--- src/rtl/exu_oitf.sv ---
// Outstanding Instruction Track FIFO: tracks in-flight long-pipe instructions in
// dispatch order, retires them in order, and flags RAW/WAW collisions at dispatch.
module exu_oitf #(
  parameter int OITF_DEPTH = 4,
  parameter int PTR_W      = 2,
  parameter int RFIDX_W    = 5,
  parameter int PC_W       = 32
) (
  input  logic               clk,
  input  logic               rst,
  input  logic               dis_ena,
  input  logic [RFIDX_W-1:0] dis_rdidx,
  input  logic               dis_rdwen,
  input  logic [PC_W-1:0]    dis_pc,
  output logic [PTR_W-1:0]   dis_ptr,
  input  logic               ret_ena,
  output logic [PTR_W-1:0]   ret_ptr,
  output logic [RFIDX_W-1:0] ret_rdidx,
  output logic               ret_rdwen,
  output logic [PC_W-1:0]    ret_pc,
  output logic               oitf_empty,
  output logic               oitf_full,
  output logic [PTR_W:0]     oitf_cnt,
  input  logic               disp_rs1en,
  input  logic               disp_rs2en,
  input  logic               disp_rdwen,
  input  logic [RFIDX_W-1:0] disp_rs1idx,
  input  logic [RFIDX_W-1:0] disp_rs2idx,
  input  logic [RFIDX_W-1:0] disp_rdidx,
  output logic               match_rs1,
  output logic               match_rs2,
  output logic               match_rd
);

  logic [PTR_W:0]      wptr_p0;
  logic [PTR_W:0]      rptr_p0;
  logic [OITF_DEPTH-1:0] vld_p0;
  logic [OITF_DEPTH-1:0] rdwen_p0;
  logic [RFIDX_W-1:0]  rdidx_p0 [OITF_DEPTH];
  logic [PC_W-1:0]     pc_p0    [OITF_DEPTH];

  logic alloc;
  logic retire;

  assign dis_ptr    = wptr_p0[PTR_W-1:0];
  assign ret_ptr    = rptr_p0[PTR_W-1:0];
  assign oitf_empty = (wptr_p0 == rptr_p0);
  assign oitf_full  = (wptr_p0[PTR_W-1:0] == rptr_p0[PTR_W-1:0]) &&
                      (wptr_p0[PTR_W] != rptr_p0[PTR_W]);
  assign oitf_cnt   = wptr_p0 - rptr_p0;

  // Legality is judged on pre-edge state, so at full a simultaneous allocate is dropped.
  assign alloc  = dis_ena && !oitf_full;
  assign retire = ret_ena && !oitf_empty;

  assign ret_rdidx = rdidx_p0[ret_ptr];
  assign ret_rdwen = rdwen_p0[ret_ptr];
  assign ret_pc    = pc_p0[ret_ptr];

  // ---- stage p0: entry storage and pointers ----
  always_ff @(posedge clk) begin
    if (rst) begin
      wptr_p0  <= '0;
      rptr_p0  <= '0;
      vld_p0   <= '0;
      rdwen_p0 <= '0;
      for (int i = 0; i < OITF_DEPTH; i++) begin
        rdidx_p0[i] <= '0;
        pc_p0[i]    <= '0;
      end
    end else begin
      if (retire) begin
        vld_p0[ret_ptr] <= 1'b0;
        rptr_p0         <= rptr_p0 + 1'b1;
      end
      // Allocate and retire never target the same slot: that needs full or empty.
      if (alloc) begin
        vld_p0[dis_ptr]   <= 1'b1;
        rdwen_p0[dis_ptr] <= dis_rdwen;
        rdidx_p0[dis_ptr] <= dis_rdidx;
        pc_p0[dis_ptr]    <= dis_pc;
        wptr_p0           <= wptr_p0 + 1'b1;
      end
    end
  end

  // Hazard compare over registered entries only; x0 destinations never collide.
  always_comb begin
    logic hit1;
    logic hit2;
    logic hitd;
    logic live;
    hit1 = 1'b0;
    hit2 = 1'b0;
    hitd = 1'b0;
    live = 1'b0;
    for (int i = 0; i < OITF_DEPTH; i++) begin
      live = vld_p0[i] && rdwen_p0[i] && (rdidx_p0[i] != '0);
      if (live && (rdidx_p0[i] == disp_rs1idx)) hit1 = 1'b1;
      if (live && (rdidx_p0[i] == disp_rs2idx)) hit2 = 1'b1;
      if (live && (rdidx_p0[i] == disp_rdidx))  hitd = 1'b1;
    end
    match_rs1 = disp_rs1en && hit1;
    match_rs2 = disp_rs2en && hit2;
    match_rd  = disp_rdwen && hitd;
  end

endmodule

--- config.mk ---
export PLATFORM = sky130hd
export DESIGN_NAME = exu_oitf
export DESIGN_NICKNAME = d
export VERILOG_FILES = /design/src/rtl/exu_oitf.sv
export SDC_FILE = /design/constraint.sdc
export NUM_CORES = 1
export LEC_CHECK = 0
export ABC_CLOCK_PERIOD_IN_PS = 3700
export CORE_MARGIN = 8
export CORE_UTILIZATION = 35
export DETAILED_ROUTE_END_ITERATION = 6
export PLACE_DENSITY = 0.59
export SYNTH_ARGS = -nofsm -noshare
export SYNTH_HDL_FRONTEND = slang
export SYNTH_SLANG_ARGS = --single-unit
--- constraint.sdc ---
create_clock -name clk -period 3.7 [get_ports clk]
set_clock_uncertainty 0.1 [all_clocks]
set_input_delay 1.11 -clock clk [delete_from_list [all_inputs] [get_ports clk]]
set_output_delay 1.11 -clock clk [all_outputs]
set_load 0.01 [all_outputs]
==> flow_summary.toml <==
[logic_synthesis]
synth_xor_xnor_area_share_pct = 7.38
synth_cells = 552
dominant_combinational_cell_family_by_area_after_synthesis = "simple AND/OR/NAND/NOR gates"
mappedNetlistArea_um2 = 8050
yosys.area_share.simple_pct = 15.0
netlist.area_leader.share_pct = 55.2
synth.mux.area_fraction_pct = 11.4
syn_area_per_cell_um2 = 14.6
synth_fp_nets = 623
synthesis.yosys.warnings = 0
synth_compound_area_share_pct = 2.08
yosys-top-cells-count = "and2_1 (148), edfxtp_1 (148), mux4_2 (37)"
number_of_enable_type_register_cells_in_the_synthesized_netlist = 148
netlist.top_cell.by_area = "edfxtp_1"
synth_seq_area_share_pct = 59.2
dominantRegCellSynth = "edfxtp_1"
ys_async_sr_fraction_pct = 0
netlist-cell-type-count = 35
netlist_top_cells_area = "edfxtp_1 (55%), and2_1 (12%), mux4_2 (10%), dfxtp_1 (4.0%), xor2_1 (3.7%)"
yosys_register_bits = 164
synth-adder-area-share_pct = 1.80

[outcome]
run_status = "completed"

[setup_path]
worst_r2r_startpoint = "wptr_p0[0]$_SDFFE_PP0N_"
critical_path_required_ps = 2490
worst_ep_arrival_time_ps = 2360
critPathMaxStageDelay_ps = 590
worstPathCellList = "or4_1 > o211ai_2 > buf_4 > nor4_2 > o41a_1 > clkbuf_2"
worstSetupPathType = "reg2out"
slowest_stage = "or4_1"
crit_start = "rdidx_p0[0][2]$_SDFFCE_PN0P_"
end_kind = "output port"
startpoint_type = "flop"
r2r-end = "pc_p0[3][26]$_DFFE_PP_"
reg2regPathDepth = 6
r2r_slack_ps = 1110
crit_path_max_fanout = 2

[drt]
drc_errors = 0
postRouteWirelength_um = 20000
drt_pass_1_iters = 4
postRouteAntennaNets = 0
routedWlPerCell_um = 20.4
route.detailed.vias_per_inst = 4.99
drt_first_iter_violations = 278
num_vias = 4905

[layout]
regArea_um2 = 4770
multi_input_combinational_cell_area_um2 = 3090
area_delta_synth_final_pct = 26.9
num-fill-cells = 2023
final_nets = 754
layout-drive-gt1-share_pct = 17.5
postLayoutCoreUtil_pct = 45.1

[global_routing]
grt.met2_usage_pct = 26.0
grt_first_pass_wirelength_um = 30400
pin_count_of_the_biggest_net_entering_global_routing = 38
use_met1_pct = 16.1
grt_antenna_before_repair = 0
first_global_vias = 5313
grt_most_used_layer = "met2"
grt_remaining_overflow = 0
grtUsageMet3_pct = 3.62
global_route.usage.total_pct = 14.4

[die]
rows = 55
core_area_um2 = 22600
initial_util_pct = 35.5
chipWidth_um = 168
die_height_um = 168
die-area_um2 = 28100
ioPinCount = 110

[clock_tree]
clkLatencyLatePin_ps = 420
cts-root-buf = "clkbuf_16"
clkSlewWorstSetupHoldPaths_ps = 60
clock_sink_count = 164
cts_max_level = 4
number_of_buffers_inserted_during_clock_tree_synthesis = 17
cts_tree = "done"
maximum_buffer_depth_of_the_clock_tree = 2

[timing]
slew_headroom_pct = 53.7
number_of_pins_exceeding_their_max_slew_limit_in_the_final_report = 0
worstMarginPinSlew_ps = 688
fin_crit_sh_pct = 96.5
finalHoldViolations = 0
rsz0062_at_grt = "false"
setup-violations-final = 0
post-route-worst-setup-slack_ps = 131
max_clock_freq_mhz = 280
fin_hold_ws_ps = 390
finalWorstPathRequiredPeriod_ps = 3570
fin_setup_tns_ps = 0

[min_path]
holdPathStages = 2
hold_path_startpoint = "vld_p0[2]$_SDFF_PP0_"
worst_hold_class = "reg2reg"
holdPathEnd = "vld_p0[2]$_SDFF_PP0_"

[pwr]
p_per_area_nw_per_um2 = 486
total_power_of_the_final_layout_mw = 4.96
ir_worst_vdd_mv = 0.315
leakage_nw = 3.74

[placed_design]
detailed_place_hpwl_um = 12800
finalWeightedCongestion = 0.912
dp_worst_setup_slack_ps = -513
buffer_ports.inserted = 109

[job]
cap_viol_max_count = 0
[repair_timing]
| item | CTS | global route |
|---|---|---|
| pin swaps | 2 | 5 |
| resized for setup | 25 | 7 |
| setup buffers | 2 | 2 |
| hold buffers | 0 | 0 |
| setup endpoints to repair | 3 | 3 |
[cell families (layout without fill, tap and decap cells)]
family / count (synthesis) / after routing
AOI/OAI and AO/OA: 22 / 22
xor gates and xnor gates: 67 / 67
adders and majority gates: 11 / 11
buffers and inverters: 45 / 189
DFF: 164 / 164
muxes: 44 / 44
other: 0 / 1
and+or+nand+nor: 199 / 199
[power by group]
group          switching, mW  total (mW)  leakage, nW  internal, mW
logic                  0.540        1.16         1.82         0.618
registers             0.0522        2.21         1.67          2.16
clock network          0.727        1.59        0.250         0.867
total                   1.32        4.96         3.74          3.64
[placed cells by master (no fill, tap or decap), drive strengths merged, types with 5 or more instances in the layout]
| master | n |
|---|---|
| nor2 | 13 |
| clkbuf | 21 |
| edfxtp | 148 |
| and2 | 148 |
| mux4 | 38 |
| mux2i | 6 |
| dfxtp | 16 |
| buf | 39 |
| ha | 10 |
| o21ai | 5 |
| xor2 | 35 |
| dlygate4sd2 | 11 |
| nor4 | 12 |
| inv | 15 |
| nand3 | 8 |
| xnor2 | 32 |
| clkdlybuf4s50 | 92 |
| o211ai | 9 |
[layer usage]
| metal | vias up | routed length (um) |
|---|---|---|
| li1 | 2267 | - |
| met3 | 29 | 1050 |
| met2 | 145 | 10600 |
| met1 | 2464 | 8040 |
| met5 | - | 0 |
| met4 | 0 | 351 |
[area by class of cell]
type / instances / area share [%]
Timing Repair Buffer: 147 / 14.0
Clock inverter: 13 / 0.980
Tap cell: 285 / 3.49
Inverter: 10 / 0.368
Clock buffer: 19 / 4.24
Sequential cell: 164 / 46.7
Antenna cell: 1 / 0.0245
Multi-Input combinational cell: 343 / 30.2
[through the flow]
| stage | std cells | area, um2 |
|---|---|---|
| finish | 982 | 10200 |
| detailed placement | 945 | 9640 |
| global placement | 945 | 9640 |
| CTS | 979 | 10200 |
| floorplan | 552 | 8050 |
| global route | 981 | 10200 |
[how the worst max path moves through the flow]
stage	end	slack, ps
after floorplan	pc_p0[3][0]$_DFFE_PP_	80
after global placement	match_rs2	-490
after detailed placement	match_rs2	-510
after CTS	match_rs2	2
after global routing	oitf_full	6
final	match_rs2	130
[state kept, by name, summed over array words and instances, names as in the netlist, named ones only]
name      cells
wptr_p0       3
vld_p0        4
rptr_p0       3
pc_p0       128
rdwen_p0      4
rdidx_p0     20
[critical path, delay by kind of cell (launching register included)]
kind            cells  cell delay (ps)
compound gates      2              630
buf+inv             2              300
flops               1              390
simple gates        2              630
Power figures use the tool's default switching activity.
